`src/rtl/present_pkg.sv`:
```
// Shared PRESENT round definitions: S-box table, bit permutation and sequencer states.
package present_pkg;

    localparam int NIBBLES = 16;

    // Nibble 0 of the table sits in the most-significant position.
    localparam logic [63:0] SBOX = 64'hC56B90AD3EF84712;

    typedef enum logic [1:0] {
        IDLE  = 2'd0,
        RUN   = 2'd1,
        DONE  = 2'd2,
        FAULT = 2'd3
    } state_e;

    function automatic logic [3:0] sbox(input logic [3:0] x);
        return SBOX[4*(15 - int'(x)) +: 4];
    endfunction

    // Bit i moves to 16*(i mod 4) + i/4.
    function automatic logic [63:0] player(input logic [63:0] d);
        logic [63:0] p;
        p = '0;
        for (int i = 0; i < 64; i++) begin
            p[16*(i % 4) + i/4] = d[i];
        end
        return p;
    endfunction

endpackage

```
`src/rtl/present_sbox_keyadd_dup.sv`:
```
// One nibble lane: two independent S-box + key-add copies with a disagreement flag.
(* keep_hierarchy = "yes", dont_touch = "true" *)
module present_sbox_keyadd_dup
    import present_pkg::*;
(
    input  logic [3:0] state_nib,
    input  logic [3:0] key_nib,
    output logic [3:0] out_nib,
    output logic       mismatch
);

    // Copy 1 sees buffered operands so the two copies cannot be merged.
    (* keep = "true", dont_touch = "true" *) logic [3:0] state_buf;
    (* keep = "true", dont_touch = "true" *) logic [3:0] key_buf;
    (* keep = "true", dont_touch = "true" *) logic [3:0] sb0;
    (* keep = "true", dont_touch = "true" *) logic [3:0] sb1;
    (* keep = "true", dont_touch = "true" *) logic [3:0] res0;
    (* keep = "true", dont_touch = "true" *) logic [3:0] res1;

    assign state_buf = state_nib;
    assign key_buf   = key_nib;

    assign sb0 = sbox(state_nib);
    assign sb1 = sbox(state_buf);

    assign res0 = sb0 ^ key_nib;
    assign res1 = sb1 ^ key_buf;

    assign out_nib  = res0;
    assign mismatch = (|(sb0 ^ sb1)) | (|(res0 ^ res1));

endmodule

```
`src/rtl/present_nibble_round_ctrl.sv`:
```
// PRESENT round sequencer: streams PAR nibbles per cycle through duplicated lanes,
// then presents pLayer of the accumulated result; lane disagreement locks into FAULT.
module present_nibble_round_ctrl
    import present_pkg::*;
#(
    parameter int PAR = 1
) (
    input  logic        clock,
    input  logic        reset,
    input  logic        in_valid,
    output logic        in_ready,
    input  logic [63:0] in_state,
    input  logic [63:0] in_key,
    output logic        out_valid,
    input  logic        out_ready,
    output logic [63:0] out_data,
    output logic        fault,
    input  logic        fault_clear,
    output logic        busy
);

    localparam int GROUPS = NIBBLES / PAR;
    localparam int CNT_W  = (GROUPS > 1) ? $clog2(GROUPS) : 1;
    localparam logic [CNT_W-1:0] CNT_LAST = CNT_W'(GROUPS - 1);

    state_e           state_q, state_d;
    logic [CNT_W-1:0] cnt_q, cnt_d;
    logic [63:0]      st_q, st_d;
    logic [63:0]      key_q, key_d;
    logic [63:0]      acc_q, acc_d;
    logic             fault_q, fault_d;

    logic [4*PAR-1:0] lane_state;
    logic [4*PAR-1:0] lane_key;
    logic [4*PAR-1:0] lane_out;
    logic [PAR-1:0]   lane_mis;

    assign lane_state = st_q[int'(cnt_q)*4*PAR +: 4*PAR];
    assign lane_key   = key_q[int'(cnt_q)*4*PAR +: 4*PAR];

    for (genvar j = 0; j < PAR; j++) begin : g_lane
        present_sbox_keyadd_dup u_lane (
            .state_nib (lane_state[4*j +: 4]),
            .key_nib   (lane_key[4*j +: 4]),
            .out_nib   (lane_out[4*j +: 4]),
            .mismatch  (lane_mis[j])
        );
    end

    always_ff @(posedge clock or posedge reset) begin
        if (reset) begin
            state_q <= IDLE;
            cnt_q   <= '0;
            st_q    <= '0;
            key_q   <= '0;
            acc_q   <= '0;
            fault_q <= 1'b0;
        end else begin
            state_q <= state_d;
            cnt_q   <= cnt_d;
            st_q    <= st_d;
            key_q   <= key_d;
            acc_q   <= acc_d;
            fault_q <= fault_d;
        end
    end

    always_comb begin
        state_d   = state_q;
        cnt_d     = cnt_q;
        st_d      = st_q;
        key_d     = key_q;
        acc_d     = acc_q;
        fault_d   = fault_q;
        in_ready  = 1'b0;
        out_valid = 1'b0;
        out_data  = '0;
        busy      = 1'b0;

        unique case (state_q)
            IDLE: begin
                in_ready = 1'b1;
                if (in_valid) begin
                    st_d    = in_state;
                    key_d   = in_key;
                    cnt_d   = '0;
                    acc_d   = '0;
                    state_d = RUN;
                end
            end
            RUN: begin
                busy = 1'b1;
                if (|lane_mis) begin
                    // Drop the whole partial result so nothing faulty can ever escape.
                    acc_d   = '0;
                    fault_d = 1'b1;
                    state_d = FAULT;
                end else begin
                    acc_d[int'(cnt_q)*4*PAR +: 4*PAR] = lane_out;
                    if (cnt_q == CNT_LAST) begin
                        state_d = DONE;
                    end else begin
                        cnt_d = cnt_q + 1'b1;
                    end
                end
            end
            DONE: begin
                out_valid = 1'b1;
                out_data  = player(acc_q);
                if (out_ready) begin
                    state_d = IDLE;
                end
            end
            FAULT: begin
                if (fault_clear) begin
                    fault_d = 1'b0;
                    cnt_d   = '0;
                    state_d = IDLE;
                end
            end
            default: state_d = IDLE;
        endcase
    end

    assign fault = fault_q;

endmodule

```
`config.mk`:
```
export PLATFORM = sky130hd
export DESIGN_NAME = present_nibble_round_ctrl
export DESIGN_NICKNAME = d
export VERILOG_FILES = /design/src/rtl/present_pkg.sv /design/src/rtl/present_sbox_keyadd_dup.sv /design/src/rtl/present_nibble_round_ctrl.sv
export SDC_FILE = /design/constraint.sdc
export NUM_CORES = 1
export LEC_CHECK = 0
export ABC_AREA = 1
export BUFFER_PORTS_ARGS = -buffer_cell sky130_fd_sc_hd__buf_2
export CORE_ASPECT_RATIO = 0.7
export CORE_MARGIN = 2
export CORE_UTILIZATION = 50
export DETAILED_ROUTE_END_ITERATION = 7
export PLACE_DENSITY = 0.76
export SLEW_MARGIN = 20
export SYNTH_ARGS = -nofsm -noshare
export SYNTH_HDL_FRONTEND = slang
export SYNTH_SLANG_ARGS = --single-unit
export TNS_END_PERCENT = 20
```
`constraint.sdc`:
```
create_clock -name clock -period 7.1 [get_ports clock]
set_clock_uncertainty 0.05 [all_clocks]
set_input_delay 2.13 -clock clock [delete_from_list [all_inputs] [get_ports clock]]
set_output_delay 2.13 -clock clock [all_outputs]
set_load 0.01 [all_outputs]
```
==> metrics.txt <==
status finished clean; Post-CTS Resized 0; Worst Max-Slew Pin Slew 0.830 ns; Final setup viols 0; GRT overflow 0; min-delay src acc_q[23]; kind of critical path flip-flop to flip-flop; R2R cell count 18; post-synthesis cell area roughly 0.010 mm²; Detailed Route WL between 20,000 and 30,000 µm; IO Port Bufs 200; worst path required time about 7.4 ns; first-pass GRT wire length 41,500 µm; met1 usage between 30% and 40%; Placed Cells incl. Taps about 1.6k; worst r2r src cnt_q[0]; FF+latch area between 0.004 and 0.005 mm²; routability cong. 0.926; io pins ~200; Fill cells between 1.5k and 2k; Detailed Routing Iterations Pass 1 5; share of cells above drive strength 1 between 20% and 30%; postcts setup bufs 0; Sum Neg Setup Slack 0 ns; Vias per Instance between 5 and 6; Cells on Worst Hold Path 2; Gate Count Post-Synth around 1.2k; row count 43; GR Layer Usage met3 between 5 and 6%; initial antenna violation count 3; Die X roughly 170 µm; Max Transition Viols Final 0; core area around 0.020 mm²; Post-Syn Nets 1,316; Data arrival, critical path around 4.5 ns; crit path max fanout between 70 and 80; area grow syn2layout 17.2%; multi-input logic area between 0.004 and 0.005 mm²; endpoint class of the critical path flip-flop; RR Endpoint acc_q[19]; Top Usage Layer GRT met1; Worst-Skew Late Latency roughly 0.44 ns; hpwl dp ~18,000 µm; antenna viol nets, final 0; Clock Tree Root clkbuf_16; Avg Inst Size Synth ~8.7 µm²; fin nets roughly 1.5k; Clock Sinks a little under 200; Final Non-Filler Cells 1,619; Die Y approximately 120 µm; crit path time final 4.16 ns; final hold violation count 0; cell area after layout 0.0119 mm²; # DRC 0; GR Layer Usage met2 between 30% and 40%; CTS H-tree lvls 4; min-delay worst type flip-flop to flip-flop; worst reg2reg setup slack approximately 2.9 ns; LEAKAGE 6.29 nW; CTS Buf Count 17; crit share post-route between 50% and 60%; unrepaired setup endpoints after global routing false; CTS clk-pin slew, worst paths 0.07 ns; largest net degree at the start of global routing 200; routed via count roughly 8.5k; number of global-route vias before repair 7,874; max-cap violations 0; hold path endpoint acc_q[23]; CTS Buffer Depth 2; CTS tree done; Area after DPL 0.0113 mm²; fmax roughly 240 MHz; Slew headroom about 45%; Yosys warnings 0; Overall Global Routing Usage ~25%; initial detailed-routing violation count 853; CTS Hold Bufs 0; VDD IR-drop max about 0.40 mV; full die area 0.0215 mm²; drt wl/cell around 16 µm; pwr dens ~430 mW/mm²; CP startpoint kind flip-flop; Initial Util roughly half
[through the flow]
stage | util, % | worst slack (ns) | power (mW) | hold slack (ns)
finish | 59.9 | 2.94 | 5.10 | 0.426
global route | 59.9 | 2.66 | 5.45 | 0.452
CTS | 59.7 | 2.61 | 5.06 | 0.428
detailed placement | 56.7 | 3.09 | 4.07 | 0.410
global placement | 56.7 | 3.13 | 3.97 | 0.409
floorplan | - | 2.35 | 3.55 | 0.392
[worst max-delay path, stage by stage (launching register included)]
cell and delay [ns]:
dfrtp_4 0.72, buf_4 0.64, nor2_1 0.11, nor2_1 0.10
o21ai_0 0.20, o211ai_1 0.15, nand3_1 0.14, nand3_1 0.20
inv_1 0.12, ha_1 0.35, nand2_1 0.10, nand3_2 0.08
nand2_2 0.06, nand2_1 0.04, nand2_1 0.20, nand2_1 0.11
nor3_1 0.35, nand4_1 0.22, nand2_1 0.13
[flip-flops by register name (all words and copies together), names as in the netlist]
| name | count |
|---|---|
| fault | 1 |
| st_q | 64 |
| cnt_q | 4 |
| acc_q | 64 |
| state_q | 2 |
| key_q | 64 |
[worst max path at each step]
stage | endpoint | slack (ns) | depth (start not counted) | startpoint
6_report | acc_q[19] | 2.94 | 18 | cnt_q[0]
5_1_grt | acc_q[18] | 2.66 | 19 | cnt_q[0]
4_1_cts | out_data[12] | 2.61 | 5 | state_q[0]
3_5_place_dp | out_data[12] | 3.09 | 5 | state_q[0]
3_3_place_gp | out_data[12] | 3.13 | 5 | state_q[0]
2_1_floorplan | acc_q[0] | 2.35 | 1 | reset
[per-layer routing]
metal / up-vias / wire length (µm)
li1: 4143 / -
met1: 4016 / 12800
met2: 327 / 11000
met3: 30 / 1900
met4: 0 / 361
met5: - / 0
[cell usage in the layout (no fill, tap or decap), drive strengths merged, types with 5 or more instances in the layout]
master / count
o22ai: 13
nand4: 17
inv: 152
dfrtp: 199
nand3: 84
o211ai: 17
a21oi: 53
nor2: 100
nor3: 5
mux2: 96
clkinv: 7
nand2: 241
clkbuf: 19
o21ai: 114
buf: 206
ha: 15
[power by group]
part	leakage, nW	internal (mW)	switching [mW]
clock	0.287	0.507	0.465
combinational	3.54	0.805	1.59
sequential	2.46	1.52	0.211
total	6.29	2.83	2.27
[cell type report]
type / count / area share (%)
sequential: 199 / 41.9
multi-input combinational: 760 / 36.3
timing repair buffer: 206 / 9.18
inverter: 149 / 4.79
clock buffer: 19 / 3.73
tap: 270 / 2.84
clock inverter: 13 / 1.16
antenna: 3 / 0.0632
(Power assumes the default switching activity.)
